`config.mk`:
```
export PLATFORM = sky130hd
export DESIGN_NAME = regfile_block_mover
export DESIGN_NICKNAME = d
export VERILOG_FILES = /design/src/rtl/regfile_block_mover.sv
export SDC_FILE = /design/constraint.sdc
export NUM_CORES = 1
export LEC_CHECK = 0
export ABC_AREA = 1
export CAP_MARGIN = 30
export CORE_ASPECT_RATIO = 1.75
export CORE_UTILIZATION = 50
export CTS_CLUSTER_SIZE = 10
export DETAILED_ROUTE_END_ITERATION = 12
export HOLD_SLACK_MARGIN = 0.05
export PLACE_DENSITY = 0.85
export SYNTH_ARGS = -nofsm -noshare
export SYNTH_HDL_FRONTEND = slang
export SYNTH_SLANG_ARGS = --single-unit
```
`constraint.sdc`:
```
create_clock -name clk -period 3.9 [get_ports clk]
set_clock_uncertainty 0.2 [all_clocks]
set_input_delay 0.39 -clock clk [delete_from_list [all_inputs] [get_ports clk]]
set_output_delay 0.39 -clock clk [all_outputs]
set_load 0.02 [all_outputs]
```
`src/rtl/regfile_block_mover.sv`:
```
// regfile_block_mover: memmove-style block copier driving a 64-entry register file port pair
//   clk, rst                       : clock, synchronous active-high reset
//   start, src_addr, dst_addr, len : copy request, sampled in IDLE; len clamps to the file depth
//   busy, done                     : copy in progress / one-cycle completion pulse
//   rd_addr, rd_data               : register-file read port (rd_data is combinational)
//   wr_en, wr_addr, wr_data        : register-file write port (wr_data = rd_data)
module regfile_block_mover #(
    parameter int DATA_WIDTH = 8,
    parameter int ADDR_WIDTH = 6
) (
    input  logic                  clk,
    input  logic                  rst,
    input  logic                  start,
    input  logic [ADDR_WIDTH-1:0] src_addr,
    input  logic [ADDR_WIDTH-1:0] dst_addr,
    input  logic [ADDR_WIDTH:0]   len,
    output logic                  busy,
    output logic                  done,
    output logic [ADDR_WIDTH-1:0] rd_addr,
    input  logic [DATA_WIDTH-1:0] rd_data,
    output logic                  wr_en,
    output logic [ADDR_WIDTH-1:0] wr_addr,
    output logic [DATA_WIDTH-1:0] wr_data
);
    localparam logic [ADDR_WIDTH:0]   DEPTH   = {1'b1, {ADDR_WIDTH{1'b0}}};
    localparam logic [ADDR_WIDTH:0]   CNT_ONE = (ADDR_WIDTH+1)'(1);
    localparam logic [ADDR_WIDTH-1:0] STEP    = ADDR_WIDTH'(1);

    typedef enum logic [1:0] {IDLE, COPY, DONE} state_t;

    state_t                state, state_nx;
    logic [ADDR_WIDTH-1:0] src_cur, dst_cur, diff, src_first, dst_first;
    logic [ADDR_WIDTH:0]   cnt, len_c;
    logic                  desc, desc_nx, accept;

    assign accept  = (state == IDLE) && start;
    assign len_c   = (len > DEPTH) ? DEPTH : len;
    assign diff    = dst_addr - src_addr;
    // A destination that starts inside the source block must be filled from the top down
    assign desc_nx = ({1'b0, diff} < len_c) && (dst_addr != src_addr);
    assign src_first = desc_nx ? src_addr + len_c[ADDR_WIDTH-1:0] - STEP : src_addr;
    assign dst_first = desc_nx ? dst_addr + len_c[ADDR_WIDTH-1:0] - STEP : dst_addr;

    always_comb begin
        state_nx = state;
        if (accept)
            state_nx = (len_c == '0) ? DONE : COPY;
        else if (state == COPY && cnt == CNT_ONE)
            state_nx = DONE;
        else if (state == DONE)
            state_nx = IDLE;
    end

    always_ff @(posedge clk) begin
        if (rst)
            state <= IDLE;
        else
            state <= state_nx;
    end

    always_ff @(posedge clk) begin
        if (rst) begin
            src_cur <= '0;
            dst_cur <= '0;
            cnt     <= '0;
            desc    <= 1'b0;
        end else if (accept) begin
            src_cur <= src_first;
            dst_cur <= dst_first;
            cnt     <= len_c;
            desc    <= desc_nx;
        end else if (state == COPY) begin
            src_cur <= desc ? src_cur - STEP : src_cur + STEP;
            dst_cur <= desc ? dst_cur - STEP : dst_cur + STEP;
            cnt     <= cnt - CNT_ONE;
        end
    end

    assign busy    = (state == COPY);
    assign done    = (state == DONE);
    assign rd_addr = src_cur;
    assign wr_addr = dst_cur;
    assign wr_data = rd_data;
    // Register 0 is hardwired, so its slot is skipped; rst also suppresses the in-flight write
    assign wr_en   = busy && (dst_cur != '0) && !rst;
endmodule

```
==> flow_metrics.env, run 1 <==
export IMPL_outcome="finished, final reports clean"
export IMPL_synth_simple_gate_area_frac=0.273
export IMPL_drive_gt1_frac=0.109
export IMPL_synth_area_leader_cell="dfxtp_1"
export IMPL_synth_seq_cells=22
export IMPL_dr_pass1_iters=4
export IMPL_synth_fa_ha_area_frac=0.195
export IMPL_grt_usage=0.250
export IMPL_post_cts_buffers=0
export IMPL_routed_wl_um=6730
export IMPL_hold_buffers=0
export IMPL_avgSynthCellArea_um2=6.88
export IMPL_clock_path_buffers=2
export IMPL_port_buffers=36
export IMPL_rsz0062_at_grt="no"
export IMPL_grt_start_max_net_pins=25
export IMPL_area_growth_synth_to_final_pct=14.1
export IMPL_first_iter_violations=97
export IMPL_synthArstFlopShare=0
export IMPL_gr_total_overflow=0
export IMPL_period_minus_slack_ns=3.43
export IMPL_io_pins=53
export IMPL_cts_root_buf="clkbuf_8"
export IMPL_ys_types=36
export IMPL_die_width_um=58.1
export IMPL_cap_viol_max_count=0
export IMPL_final_antenna_net_count=0
export IMPL_cts_tree="yes"
export IMPL_syn_area_um2=2750
export IMPL_htreeDepth=1
export IMPL_antenna_found_initial=0
export IMPL_synth_top_family_by_area="simple AND/OR/NAND/NOR gates"
export IMPL_numCtsBuffers=3
export IMPL_synthMuxAreaShare=0
export IMPL_cp_end_kind="flop"
export IMPL_synth_seq_area_share=0.160
export IMPL_vias_per_cell=5.39
export IMPL_grt_pass1_wl_um=11600
export IMPL_yosys_top_cells_area="dfxtp_1 (16%), ha_1 (16%), inv_1 (8.6%)"
export IMPL_synth_compound_area_frac=0.172
export IMPL_avgRoutedWirePerCell_um=13.5
export IMPL_ys_flop_type="dfxtp_1"
export IMPL_vdd_drop_max_mv=0.149
export IMPL_core_um2=5300
export IMPL_grt_pass1_vias=2695
export IMPL_syn_num_nets=470
export IMPL_die_area_um2=5820
export IMPL_yosysMostFrequentCell="inv_1"
export IMPL_timing_fmax_ghz=0.292
export IMPL_relSlewSlack=0.631
export IMPL_postSynthCellCount=400
export IMPL_critPathArrivalTime_ns=3.39
export IMPL_synth_top_area_share=0.160
export IMPL_clock_latency_ns=0.28
export IMPL_dp_hpwl_um=5400
export IMPL_hp_class="flop to flop"
export IMPL_initial_core_util=0.520
export IMPL_gp_congestion=0.894
export IMPL_rows=35
export IMPL_setup_viol=0
export IMPL_cp_required_ns=3.86
export IMPL_drv_slew=0
export IMPL_final_nets=494
export IMPL_clkTransAtPathRegs_ns=0.09
export IMPL_critPathMaxFanout=7
export IMPL_synth_common_cells="inv_1 (63), nand2_1 (61), ha_1 (35)"
export IMPL_max_slew_worst_pin_slew_ns=0.552
export IMPL_p_total_mw=1.12
export IMPL_synth_xor_area_share=0.0541
export IMPL_yosysWarnings=0
export IMPL_synth_edff_count=0
export IMPL_post_cts_resize_count=0
export IMPL_hold_ws_ns=0.297
export IMPL_worstSetupPathType="primary input to flop"
export IMPL_vias=2677
export IMPL_hold_viol=0
export IMPL_insertedDiodeCount=0
export IMPL_p_per_area_nw_per_um2=357
export IMPL_start_kind="primary input"
export IMPL_min_period_over_period=0.879
export IMPL_numClockSinks=22
export IMPL_p_leak_nw=1.51
export IMPL_drc_errors=0
export IMPL_fillCellCount=491
export IMPL_dieHeight_um=100
export IMPL_setup_tns_ns=0
==> per-stage QoR <==
stage	setup slack [ns]	instances	util	cell area, um^2
finish	0.472	497	0.593	3140
global route	0.224	497	0.593	3140
CTS	0.473	497	0.593	3140
detailed placement	0.171	493	0.583	3090
global placement	0.264	493	0.583	3090
floorplan	0.987	400	-	2750
==> registers in the layout (all words and copies together) (netlist names) <==
register	flops
state	2
cnt	7
wr_addr	6
desc	1
rd_addr	6
==> worst paths after layout <==
| kind | startpoint | endpoint | slack [ns] | cells past startpoint |
|---|---|---|---|---|
| worst max-delay path | src_addr[2] | rd_addr[5] | 0.47 | 19 |
| worst min-delay path | cnt[1] | cnt[1] | 0.30 | 2 |
| worst min register to register | cnt[1] | cnt[1] | 0.30 | 2 |
| worst max register to register | state[0] | wr_addr[4] | 1.41 | 10 |
==> report_power, final <==
group          internal [mW]  switching [mW]
logic                  0.261           0.382
registers              0.261          0.0415
clock network         0.0904          0.0834
==> critical path: stages <==
cell	delay, ns
clkdlybuf4s50_1	0.45
inv_1	0.07
ha_1	0.38
a21oi_1	0.20
nand2_1	0.07
nand2_1	0.09
nand2_1	0.07
a21oi_1	0.15
xor2_1	0.16
ha_1	0.24
nand2_1	0.09
nor2_1	0.07
a211oi_4	0.42
buf_4	0.23
nand3_1	0.08
nand2_1	0.07
inv_1	0.03
nand2_1	0.05
a21oi_1	0.06
==> logic make-up (layout without fill, tap and decap cells) <==
family / after synthesis / in the layout
simple gates: 151 / 151
buf+inv: 90 / 113
compound gates: 80 / 80
fa+ha+maj: 40 / 40
flops: 22 / 22
xor+xnor: 17 / 17
==> final cells by class <==
type                            count  area [um^2]  area share
Clock buffer                        4         55.1      0.0175
Inverter                           71          267      0.0848
Multi-Input combinational cell    288         1910       0.609
Sequential cell                    22          440       0.140
Tap cell                           74         92.6      0.0295
Timing Repair Buffer               38          375       0.119
==> layer usage <==
metal,wire length [um],part of all wire,track usage
met5,0,0,0
met1,2650,0.39,0.262
met3,179,0.027,0.0168
met2,3560,0.53,0.469
met4,328,0.049,0.145
==> cell usage in the layout, fill, tap and decap left out, types with 3 or more instances in the layout <==
master           Yosys  layout
inv_1               63      63
nand2_1             61      61
clkdlybuf4s50_1      0      36
ha_1                35      35
o21ai_0             32      32
nor2_1              30      30
a21oi_1             25      25
nand3_1             22      22
dfxtp_1             22      22
xor2_1              13      13
nand3_2             11      11
nand2_2              9       9
a21oi_2              9       9
nand3b_1             7       7
inv_2                6       6
fa_1                 5       5
xnor2_1              4       4
clkbuf_8             0       4
nor3_1               3       3
a31oi_1              3       3
nand4_1              3       3
(Power assumes the default switching activity.)
==> run 2: changes to the inputs <==
Settings changed: GPL_TIMING_DRIVEN set to 0.
==> run 2 against run 1 <==
  * Combinational power grew 7.5%
  * Sequential share of layout area shrank 0.86 points
  * Non-clock buffer count grew 24
  * Power grew 8.8%
  * Largest power group unchanged
==> flow_metrics.env, run 2 (same netlist as run 1, synthesis figures left out) <==
export IMPL_outcome="finished, final reports clean"
export IMPL_hp_class="flop to flop"
export IMPL_path_delay_family="simple AND/OR/NAND/NOR gates"
export IMPL_final_nets=518
export IMPL_setup_viol=0
export IMPL_first_iter_violations=99
export IMPL_port_buffers=43
export IMPL_vias_per_cell=5.46
export IMPL_cts_root_buf="clkbuf_8"
export IMPL_seqPwrFrac=0.250
export IMPL_grt_start_max_net_pins=14
export IMPL_grt_usage=0.265
export IMPL_pre_cts_ws_ns=0.246
export IMPL_dp_cells=517
export IMPL_vdd_drop_max_mv=0.163
export IMPL_slowest_delay_ns=0.52
export IMPL_worstSetupPathDepth=22
export IMPL_reg2reg_depth=13
export IMPL_grt_pass1_vias=2815
export IMPL_min_period_over_period=0.882
export IMPL_p_leak_nw=1.61
export IMPL_critPathArrivalTime_ns=3.39
export IMPL_gr_total_overflow=0
export IMPL_avgRoutedWirePerCell_um=13.9
export IMPL_p_per_area_nw_per_um2=364
export IMPL_final_antenna_net_count=0
export IMPL_final_common_cell="inv_1"
export IMPL_power_switching_mw=0.534
export IMPL_relSlewSlack=0.628
export IMPL_antenna_found_initial=0
export IMPL_power_frac_clock=0.183
export IMPL_vias=2844
export IMPL_drv_slew=0
export IMPL_numClockSinks=22
export IMPL_crit_chain="clkdlybuf4s50_1 > nor2_1 > nand3_2 > nand2_4 > nand2_1 > inv_1 > nor2_1 > inv_1 > nand2_1 > ha_1 > inv_1 > fa_1 > nand3b_1 > nand2_1 > xor2_1 > nor2_1 > nor2_1 > nand3_1 > nand2_1 > inv_1 > nand2_1 > a21oi_1"
export IMPL_timing_final_ws_setup_ns=0.462
export IMPL_critPathMaxFanout=7
export IMPL_crit_slowest_cell="clkdlybuf4s50_1"
export IMPL_io_pins=53
export IMPL_fin_cells=521
export IMPL_die_area_um2=5820
export IMPL_rsz0062_at_grt="no"
export IMPL_initial_core_util=0.520
export IMPL_min_delay_path_depth=2
export IMPL_post_cts_resize_count=0
export IMPL_period_minus_slack_ns=3.44
export IMPL_cp_end_kind="flop"
export IMPL_max_slew_worst_pin_slew_ns=0.557
export IMPL_dieHeight_um=100
export IMPL_dr_pass1_iters=4
export IMPL_swShare=0.438
export IMPL_grt_pass1_wl_um=12200
export IMPL_clock_latency_ns=0.28
export IMPL_hold_buffers=0
export IMPL_fin_area_um2=3350
export IMPL_worstSetupPathType="primary input to flop"
export IMPL_start_kind="primary input"
export IMPL_final_util=0.632
export IMPL_htreeDepth=1
export IMPL_cap_viol_max_count=0
export IMPL_insertedDiodeCount=0
export IMPL_hold_viol=0
export IMPL_layout_common_cells="inv_1 (63), nand2_1 (61), clkdlybuf4s50_1 (43)"
export IMPL_area_growth_synth_to_final_pct=21.6
export IMPL_setup_tns_ns=0
export IMPL_cts_tree="yes"
export IMPL_drive_gt1_frac=0.134
export IMPL_hold_ws_ns=0.291
export IMPL_p_total_mw=1.22
export IMPL_gp_congestion=0.892
export IMPL_numCtsBuffers=3
export IMPL_clock_path_buffers=2
export IMPL_worst_path_most_repeated_cell="nand2_1"
export IMPL_largest_register="cnt"
export IMPL_core_um2=5300
export IMPL_cellInternalPower_mw=0.685
export IMPL_cp_required_ns=3.85
export IMPL_die_width_um=58.1
export IMPL_dp_hpwl_um=5730
export IMPL_rows=35
export IMPL_post_cts_buffers=0
export IMPL_drc_errors=0
export IMPL_clkTransAtPathRegs_ns=0.09
export IMPL_timing_fmax_ghz=0.291
export IMPL_worst_path_buf_inv=5
export IMPL_post_dp_cell_area_um2=3280
export IMPL_comb_power_share=0.567
export IMPL_routed_wl_um=7230
export IMPL_largest_reg_flops=7
[run 2: cell types whose count changed in the layout (fill, tap and decap cells not counted)]
cell             change
buf_6                +3
buf_2                +3
bufinv_16            +1
clkbuf_1             +3
clkbuf_8             -1
buf_4                +8
clkdlybuf4s50_1      +7
[run 2: final cells by class]
type,instances,area [um^2]
Timing Repair Buffer,43,430
Inverter,71,267
Sequential cell,22,440
Fill cell,490,1950
Tap cell,74,92.6
Clock inverter,1,30.0
Multi-Input combinational cell,288,1910
Clock buffer,3,41.3
Buffer,19,135
[run 2: per-layer routing]
metal  wire length [um]  track usage
met5                  0            0
met4                289        0.137
met3                292       0.0142
met2               3930        0.508
met1               2720        0.280
[run 2: path summary, 6_finish.rpt]
| kind | startpoint | to | slack, ns |
|---|---|---|---|
| worst max-delay path | len[0] | rd_addr[5] | 0.46 |
| worst max register to register | desc | rd_addr[5] | 1.44 |
| worst min register to register | cnt[1] | cnt[1] | 0.29 |
| worst min-delay path | cnt[1] | cnt[1] | 0.29 |
[run 2: tightest hold or removal path: cells and delay by family (launching register included)]
| kind | cells | cell delay (ns) |
|---|---|---|
| DFF | 1 | 0.33 |
| and+or+nand+nor | 1 | 0.07 |
| AOI/OAI and AO/OA | 1 | 0.05 |
[run 2: power by group through the flow]
stage	logic (mW)	registers, mW	clock network (mW)
detailed placement	0.676	0.308	0
CTS	0.684	0.303	0.218
floorplan	0.467	0.324	0
global route	0.769	0.308	0.229
finish	0.691	0.305	0.223
global placement	0.655	0.305	0
